===== config.mk =====
export PLATFORM = sky130hd
export DESIGN_NAME = reg_bank_param_flat
export DESIGN_NICKNAME = d
export VERILOG_FILES = /design/src/rtl/reg_bank_pkg.sv /design/src/rtl/reg_bank_param_if.sv /design/src/rtl/reg_bank_read_port.sv /design/src/rtl/reg_bank_param.sv /design/src/flat_wrapper.sv
export SDC_FILE = /design/constraint.sdc
export NUM_CORES = 2
export LEC_CHECK = 0
export ABC_AREA = 1
export CORE_ASPECT_RATIO = 2
export CORE_MARGIN = 2
export CORE_UTILIZATION = 30
export DETAILED_ROUTE_END_ITERATION = 16
export GPL_TIMING_DRIVEN = 0
export PLACE_DENSITY = 0.4
export SYNTH_ARGS = -nofsm -noshare
export SYNTH_HDL_FRONTEND = slang
export SYNTH_SLANG_ARGS = --single-unit

===== constraint.sdc =====
create_clock -name clk -period 4.1 [get_ports clk]
set_input_delay 0.615 -clock clk [delete_from_list [all_inputs] [get_ports clk]]
set_output_delay 0.615 -clock clk [all_outputs]
set_load 0.005 [all_outputs]

===== src/rtl/reg_bank_pkg.sv =====
// Shared types and constants for the parametrised register bank.
// Bank state, address-width helper and the reset/zero data value.
package reg_bank_pkg;

  typedef enum logic {
    ST_CLEAR = 1'b0,
    ST_READY = 1'b1
  } state_t;

  localparam int MAX_XLEN = 64;

  // Value written by the clear sweep and returned by masked reads; sliced to XLEN by users.
  localparam logic [MAX_XLEN-1:0] RESET_DATA = '0;

  function automatic int clog2(input int n);
    int r;
    r = 0;
    while ((1 << r) < n) begin
      r = r + 1;
    end
    return r;
  endfunction

endpackage


===== src/rtl/reg_bank_param_if.sv =====
// Decode/writeback-facing bus of the register bank: one write port plus NRP read ports.
// Handshake: there is no flow control; a write is taken on the rising edge when wr_en_i is high and ready_o is high, and reads are combinational.
interface reg_bank_param_if
  import reg_bank_pkg::*;
#(
  parameter int XLEN  = 32,
  parameter int NREGS = 32,
  parameter int NRP   = 2
);
  localparam int AW = clog2(NREGS);

  logic                wr_en_i;
  logic [AW-1:0]       rd_addr_i;
  logic [XLEN-1:0]     data_i;
  logic [NRP*AW-1:0]   rs_addr_i;
  logic [NRP*XLEN-1:0] rs_data_o;
  logic                ready_o;

  modport master (
    output wr_en_i,
    output rd_addr_i,
    output data_i,
    output rs_addr_i,
    input  rs_data_o,
    input  ready_o
  );

  modport slave (
    input  wr_en_i,
    input  rd_addr_i,
    input  data_i,
    input  rs_addr_i,
    output rs_data_o,
    output ready_o
  );

endinterface


===== src/rtl/reg_bank_read_port.sv =====
// One asynchronous read port: read mux plus zero-register, out-of-range and clear masking.
// With REG_BANK_BYPASS_EN defined, a qualifying same-cycle write is forwarded to the output.
module reg_bank_read_port
  import reg_bank_pkg::*;
#(
  parameter int XLEN     = 32,
  parameter int NREGS    = 32,
  parameter int ZERO_REG = 1,
  localparam int AW      = clog2(NREGS)
) (
  input  state_t          state_i,
  input  logic [AW-1:0]   addr_i,
  input  logic [XLEN-1:0] regs_i [NREGS],
`ifdef REG_BANK_BYPASS_EN
  input  logic            wr_qual_i,
  input  logic [AW-1:0]   wr_addr_i,
  input  logic [XLEN-1:0] wr_data_i,
`endif
  output logic [XLEN-1:0] data_o
);

  logic [XLEN-1:0] sel;
  logic            masked;

  always_comb begin
    sel = RESET_DATA[XLEN-1:0];
    // Loop-compare mux keeps non-power-of-two depths free of out-of-range indexing.
    for (int i = 0; i < NREGS; i++) begin
      if (addr_i == AW'(i)) begin
        sel = regs_i[i];
      end
    end
    masked = (state_i == ST_CLEAR) ||
             ((ZERO_REG != 0) && (addr_i == '0)) ||
             (32'(addr_i) >= NREGS);
    data_o = masked ? RESET_DATA[XLEN-1:0] : sel;
`ifdef REG_BANK_BYPASS_EN
    // wr_qual_i already excludes CLEAR, entry 0 under ZERO_REG and out-of-range targets.
    if (wr_qual_i && (wr_addr_i == addr_i)) begin
      data_o = wr_data_i;
    end
`endif
  end

endmodule


===== src/rtl/reg_bank_param.sv =====
// Parametrised register bank: storage, post-reset clear sweep and write qualification.
// Optional same-cycle write-to-read bypass is enabled by defining REG_BANK_BYPASS_EN.
module reg_bank_param
  import reg_bank_pkg::*;
#(
  parameter int XLEN     = 32,
  parameter int NREGS    = 32,
  parameter int NRP      = 2,
  parameter int ZERO_REG = 1
) (
  input  logic                   clk,
  input  logic                   rst_n,
  reg_bank_param_if.slave        bus,
  output state_t                 state_o
);

  localparam int AW = clog2(NREGS);

  state_t          state_q;
  logic [AW-1:0]   cnt_q;
  logic [AW-1:0]   cnt_d;
  logic            ready_q;
  logic            wr_qual;
  logic [XLEN-1:0] regs_q [NREGS];
  logic [NRP*XLEN-1:0] rs_data;

  assign cnt_d = cnt_q + AW'(1);

  assign wr_qual = (state_q == ST_READY) && bus.wr_en_i &&
                   (32'(bus.rd_addr_i) < NREGS) &&
                   !((ZERO_REG != 0) && (bus.rd_addr_i == '0));

  // Sweep FSM: the counter holds at NREGS-1 once READY, it is not used again until reset.
  always_ff @(posedge clk) begin
    if (!rst_n) begin
      state_q <= ST_CLEAR;
      cnt_q   <= '0;
      ready_q <= 1'b0;
    end else begin
      case (state_q)
        ST_CLEAR: begin
          if (cnt_q == AW'(NREGS - 1)) begin
            state_q <= ST_READY;
            ready_q <= 1'b1;
          end else begin
            cnt_q <= cnt_d;
          end
        end
        ST_READY: begin
          state_q <= ST_READY;
        end
        default: begin
          state_q <= ST_CLEAR;
          cnt_q   <= '0;
          ready_q <= 1'b0;
        end
      endcase
    end
  end

  // Storage is not reset directly; the sweep zeroes it and reads are masked until it finishes.
  always_ff @(posedge clk) begin
    if (rst_n) begin
      if (state_q == ST_CLEAR) begin
        regs_q[cnt_q] <= RESET_DATA[XLEN-1:0];
      end else if (wr_qual) begin
        regs_q[bus.rd_addr_i] <= bus.data_i;
      end
    end
  end

  for (genvar k = 0; k < NRP; k++) begin : g_rp
    reg_bank_read_port #(
      .XLEN     (XLEN),
      .NREGS    (NREGS),
      .ZERO_REG (ZERO_REG)
    ) u_rp (
      .state_i   (state_q),
      .addr_i    (bus.rs_addr_i[k*AW +: AW]),
      .regs_i    (regs_q),
`ifdef REG_BANK_BYPASS_EN
      .wr_qual_i (wr_qual),
      .wr_addr_i (bus.rd_addr_i),
      .wr_data_i (bus.data_i),
`endif
      .data_o    (rs_data[k*XLEN +: XLEN])
    );
  end

  assign bus.rs_data_o = rs_data;
  assign bus.ready_o   = ready_q;
  assign state_o       = state_q;

endmodule

===== src/flat_wrapper.sv =====
// flat-port wrapper written by rule: the top's interface ports become plain ports
module reg_bank_param_flat import reg_bank_pkg::*;
#(
  parameter int XLEN     = 32,
  parameter int NREGS    = 32,
  parameter int NRP      = 2,
  parameter int ZERO_REG = 1
)
  (clk, rst_n, state_o, bus_wr_en_i, bus_rd_addr_i, bus_data_i, bus_rs_addr_i, bus_rs_data_o, bus_ready_o);
  reg_bank_param_if #(.XLEN(XLEN), .NREGS(NREGS), .NRP(NRP)) bus_i ();
  input  logic clk;
  input  logic rst_n;
  output state_t state_o;
  input wire logic [$bits(bus_i.wr_en_i)-1:0] bus_wr_en_i;
  input wire logic [$bits(bus_i.rd_addr_i)-1:0] bus_rd_addr_i;
  input wire logic [$bits(bus_i.data_i)-1:0] bus_data_i;
  input wire logic [$bits(bus_i.rs_addr_i)-1:0] bus_rs_addr_i;
  output wire logic [$bits(bus_i.rs_data_o)-1:0] bus_rs_data_o;
  output wire logic [$bits(bus_i.ready_o)-1:0] bus_ready_o;
  assign bus_i.wr_en_i = bus_wr_en_i;
  assign bus_i.rd_addr_i = bus_rd_addr_i;
  assign bus_i.data_i = bus_data_i;
  assign bus_i.rs_addr_i = bus_rs_addr_i;
  assign bus_rs_data_o = bus_i.rs_data_o;
  assign bus_ready_o = bus_i.ready_o;
  reg_bank_param #(.XLEN(XLEN), .NREGS(NREGS), .NRP(NRP), .ZERO_REG(ZERO_REG)) u_core (.clk(clk), .rst_n(rst_n), .bus(bus_i), .state_o(state_o));
endmodule

* Yosys cells after proc, flatten, opt, wreduce, memory -nomap -nowiden
Index checks and enable logic that the tools add are counted.
** Cells by class
- $add $sub $neg :: 1
- Magnitude comparators :: 4
- Equal/unequal tests :: 64
- Muxes and demuxes :: 75
- Bitwise gates (word level) :: 6
- Reduce and logical (&&, ||, !) cells :: 13
** Operators by type and width (count)
- $mux 32 :: 68
- $mux 1024 :: 2
- $and 1024x1024->1024 :: 1
- $bwmux 1024 :: 1
- $not 1024->1024 :: 1
- $demux 32 s5 :: 2
- $eq 5x5->1 const B :: 33
- $eq 5x4->1 const B :: 16
- $eq 5x3->1 const B :: 8
- $eq 5x2->1 const B :: 4
- $logic_not 5->1 :: 3
- $ge 6x6->1 const B :: 2
- $lt 6x1->1 const B :: 2
- $not 5->6 :: 2
- $eq 5x1->1 const B :: 2
- $reduce_and 2->1 :: 3
- $add 5x1->5 const B :: 1
- $logic_and 1x1->1 :: 4
- $logic_or 1x1->1 :: 2
- $ne 2x2->1 const B :: 1
- $not 1->1 :: 2
- $pmux 1 s2 :: 1
- $logic_not 1->1 :: 1
- $mux 1 :: 1
** Storage, ports and cells
- Flip-flop bits (word level) :: 1031
- Bits of input ports :: 50
- Output and inout bits :: 66
- Logic and storage cells :: 198

* Longest topological paths before layout
- Depth after elaboration :: 34
- Mapped depth :: 24
- Depth with buffers taken out :: 24

* By module
From an unflattened synthesis, not the netlist that was laid out.
** Second synthesis, totals
- Cells, all modules :: 7942
- Area, all modules :: 61564.0 um2
** Modules (own cells, without submodules)
- reg_bank_param :: times used 1, cells an instance 3742, area an instance 43799.5 um2, seq. area each 30889.6 um2
- reg_bank_read_port :: times used 2, cells an instance 2100, area an instance 8882.3 um2, seq. area each 0.0 um2

* Least setup slack after synthesis
No wires, ideal clock.
- Path type :: input port to flip-flop
- Start point :: input bus_rd_addr_i[2]
- End point :: register u_core.regs_q[352] (netlist name), enable pin
- Setup time :: 432 ps
- Arrival time :: 3290 ps
- Slack :: 378 ps
- Stages on the path :: 6
- Cell sequence :: clkbuf_1 inv_1 nor3_1 nand2_1 clkbuf_1 a21oi_1
** On the way
- Cells in the longest elaborated chain, start to end :: 5
** Ends and longest elaborated chain
- start, declared :: RTL line flat_wrapper.sv:15 : input wire logic [$bits(bus_i.rd_addr_i)-1:0] bus_rd_addr_i;
- $logic_not 5->1 :: RTL line reg_bank_param.sv:31 : !((ZERO_REG != 0) && (bus.rd_addr_i == '0));
- $logic_not 1->1 :: RTL line reg_bank_param.sv:31
- $logic_and 1x1->1 :: RTL line reg_bank_param.sv:30 : (32'(bus.rd_addr_i) < NREGS) &&
- $ne 2x2->1 (no line)
- $reduce_and 2->1 (no line)
- end signal, assigned by index :: RTL line reg_bank_param.sv:65 : regs_q[cnt_q] <= RESET_DATA[XLEN-1:0];
- end signal, assigned by index :: RTL line reg_bank_param.sv:67 : regs_q[bus.rd_addr_i] <= bus.data_i;
- end, declared :: RTL line reg_bank_param.sv:24 : logic [XLEN-1:0] regs_q [NREGS];
Every way passes these cells.
A chain may end at the register's enable or synchronous reset.

* Worst setup path in the final report
- Start point :: input bus_rs_addr_i[1]
- End point :: output bus_rs_data_o[3]
** On the way
- Cells in the longest elaborated chain, start to end :: 34
- Elaborated cells on any way between the ends :: 66
- Classes of those cells :: 31 x eq/ne; 33 x mux; 2 x reduce/logical
** Ends and longest elaborated chain
- start, declared :: RTL line flat_wrapper.sv:17 : input wire logic [$bits(bus_i.rs_addr_i)-1:0] bus_rs_addr_i;
- $logic_not 5->1 :: RTL line reg_bank_read_port.sv:29, reg_bank_read_port.sv:34
- $mux 32 (32 in a row) :: RTL line reg_bank_read_port.sv:29 : if (addr_i == AW'(i)) begin
- $mux 32 * :: RTL line reg_bank_read_port.sv:36 : data_o = masked ? RESET_DATA[XLEN-1:0] : sel;
- end, declared :: RTL line flat_wrapper.sv:18 : output wire logic [$bits(bus_i.rs_data_o)-1:0] bus_rs_data_o;
Mark *: on every way between the ends. The rest lies on a longest branch, timed or not.

==> results.tsv <==
metric	value	unit
Max Cap Violations	7	
port bufs	113	
clk sinks	1031	
GRT Total Usage	0.424	
main combinational cell family by area after synthesis	simple AND/OR/NAND/NOR gates	
Via density	6.26	
Pins Over Slew Limit	67	
Post-Synth XOR/XNOR Area	0	
Syn Nets	7366	
Max clock buf depth	3	
DR iter-0 viols	9117	
Hold Vio Cnt, Final	0	
Post-Synth Adder-Cell Area	0.00104	
die area	204000	sq um
post-synthesis compound-gate area fraction	0.143	
final cell count without fillers	10500	
Detailed Route WL	442000	microns
Simple-Gate Fraction of Synth Area	0.262	
crit-path most repeated cell	nand4_1	
Ports	116	
first-pass GRT wire length	577000	microns
fin area	75200	sq um
Die H	637	microns
total grt overflow	0	
commonest non-fill, non-tap cell in the layout	nand2_1	
Nets	7843	
DRC	0	
period utilisation layout	1.65	
Mapped Area	60000	sq um
routed length per instance	42.1	microns
FF/Latch Area	30900	sq um
share of cells above drive strength 1	0.175	
Starting Density	0.301	
final setup margin	-2670	ps
Area Growth Syn to Fin	25.4	%
Final GP Congestion	1.02	
kind of critical path	input pin to primary output	
CTS Root Buffer Type	clkbuf_16	
Detailed Routing Iterations Pass 1	6	
Fillers	20900	
# setup viols final	115	
Core Box Area	199000	sq um
sequential cell area fraction in the yosys report	0.515	
Multi-input gate area	27900	sq um
Setup Skew	30.5	ps
Lkg Pwr	28.1	nW
initial antenna violation count	55	
Routed Antenna Nets	0	
CTS tree	built	
WP buf/inv	7	
Crit. End Element	primary output	
failing checks	max-capacitance violations, max-slew violations, negative setup slack	
CP max FO	4	
H-Tree Depth	3	
Yosys warnings	0	
Via Count	65800	
CP arrival	6150	ps
Mapped Avg Cell Area	8.21	sq um
post-DP HPWL	338000	microns
commonest non-fill, non-tap cells in the layout	nand2_1, edfxtp_1, o21ai_0	
hold_buf cts	0	
status	finished, violations left	
TritonCTS Buffers	107	
Crit path max-delay family	simple AND/OR/NAND/NOR gates	
post-synth cell types	28	
Pwr per Cell Area	369	nW/um^2
RSZ-0062 raised after global routing	yes	
Worst-path clk slew	70	ps
Area after DPL	66600	sq um
Tmin final	6770	ps
largest net degree at the start of global routing	28	
startpoint types	input pin	
post-synthesis mux area share	0	
CP required	3480	ps
fmax	148	MHz
row count	232	
number of global-route vias before repair	61200	
Cells after DPL	10100	
Syn Inst Count	7311	
Slew headroom	-0.0399	
CP peak stage delay	610	ps
VDD IR max	0.387	mV
insertion delay to the later sink of the worst-skew pair	790	ps
Die Span X	320	microns
Yosys reg bits	1031	
Hold Path Class	flip-flop to flip-flop	
Slowest cell on crit path	nand4_1	
worst slew pin tran	1560	ps
[synth_stat cells (all sizes together)]
library cell | instances | area, sq um
nand2 | 1849 | 6940
edfxtp | 1024 | 30700
nor2 | 833 | 3200
o21ai | 618 | 3090
inv | 608 | 2280
nand3 | 546 | 2750
clkbuf | 520 | 1950
nand4 | 428 | 2680
o32ai | 425 | 3720
a21oi | 164 | 821
o22ai | 153 | 957
buf | 89 | 447
nor3 | 23 | 115
clkinv | 12 | 45.0
dfxtp | 7 | 140
ha | 5 | 62.6
nand3b | 5 | 37.5
a31oi | 1 | 6.26
o21bai | 1 | 7.51
[final timing paths]
kind                                              startpoint                           end  slack (ps)  cells past startpoint
worst max-delay path                        bus_rs_addr_i[1]              bus_rs_data_o[3]       -2670                     25
worst min-delay path            u_core.cnt_q[1]$_SDFFE_PN0P_  u_core.cnt_q[1]$_SDFFE_PN0P_         580                      2
worst max register to register     u_core.state_o$_SDFF_PN0_  u_core.regs_q[201]$_DFFE_PP_           0                      8
worst min register to register  u_core.cnt_q[1]$_SDFFE_PN0P_  u_core.cnt_q[1]$_SDFFE_PN0P_         580                      2
[logic make-up after synthesis]
family	count (synthesis)
AO/OA/AOI/OAI	1362
adder cells (fa/ha/maj)	5
buffers and inverters	1229
flip-flops	1031
AND/OR/NAND/NOR	3684
[power by group]
part | total (mW) | switching, mW | internal (mW)
Sequential | 12.9 | 0.525 | 12.4
Combinational | 4.48 | 3.31 | 1.17
Clock | 10.4 | 5.04 | 5.32
[layer usage]
| layer | up-vias | share of wire | GRT usage |
|---|---|---|---|
| met5 | - | 0.00035 | 0 |
| met4 | 22 | 0.14 | 0.474 |
| met3 | 1719 | 0.083 | 0.0880 |
| met2 | 4823 | 0.47 | 0.694 |
| met1 | 32400 | 0.31 | 0.425 |
| li1 | 26800 | - | - |
[through the flow]
step                      utilization  setup WS [ps]  hold WS, ps  setup TNS (ps)  total power [mW]
after floorplan                     -            378          460               0              14.5
after global placement          0.323          -4250          535        -3760190              16.6
after detailed placement        0.334          -4240          545         -676460              16.8
after CTS                       0.371          -2180          556         -100610              27.5
after global routing            0.377          -2410          600         -103890              28.0
final                           0.378          -2670          584         -115710              27.8
[final cells by class]
type / count / share of cell area
antenna: 56 / 0.00186
buffer: 607 / 0.0396
clock buffer: 137 / 0.0383
clock inverter: 57 / 0.00595
inverter: 620 / 0.0317
multi-input combinational: 5051 / 0.370
sequential: 1031 / 0.411
tap: 2574 / 0.0428
timing repair buffer: 370 / 0.0587
[timing repair]
| item | CTS | global route |
|---|---|---|
| resized for setup | 1290 | 228 |
| pin swaps | 852 | 847 |
| endpoints found under the setup margin | 979 | 316 |
| buffers inserted | 123 | 69 |
[worst register-to-register path, cell delays in order (launching register included)]
cell      delay, ps
dfxtp_1         460
clkbuf_1        300
clkbuf_1        550
clkbuf_2        560
nand2_1         170
nand2_1         320
clkbuf_2        830
a21oi_4         350
buf_16          310
[sequential cells by signal, indices dropped and copies added (netlist names)]
signal / count
u_core.regs_q: 1024
u_core.cnt_q: 5
u_core.state_o: 1
u_core.bus.ready_o: 1
No activity file was read; power rests on OpenSTA's default activity.
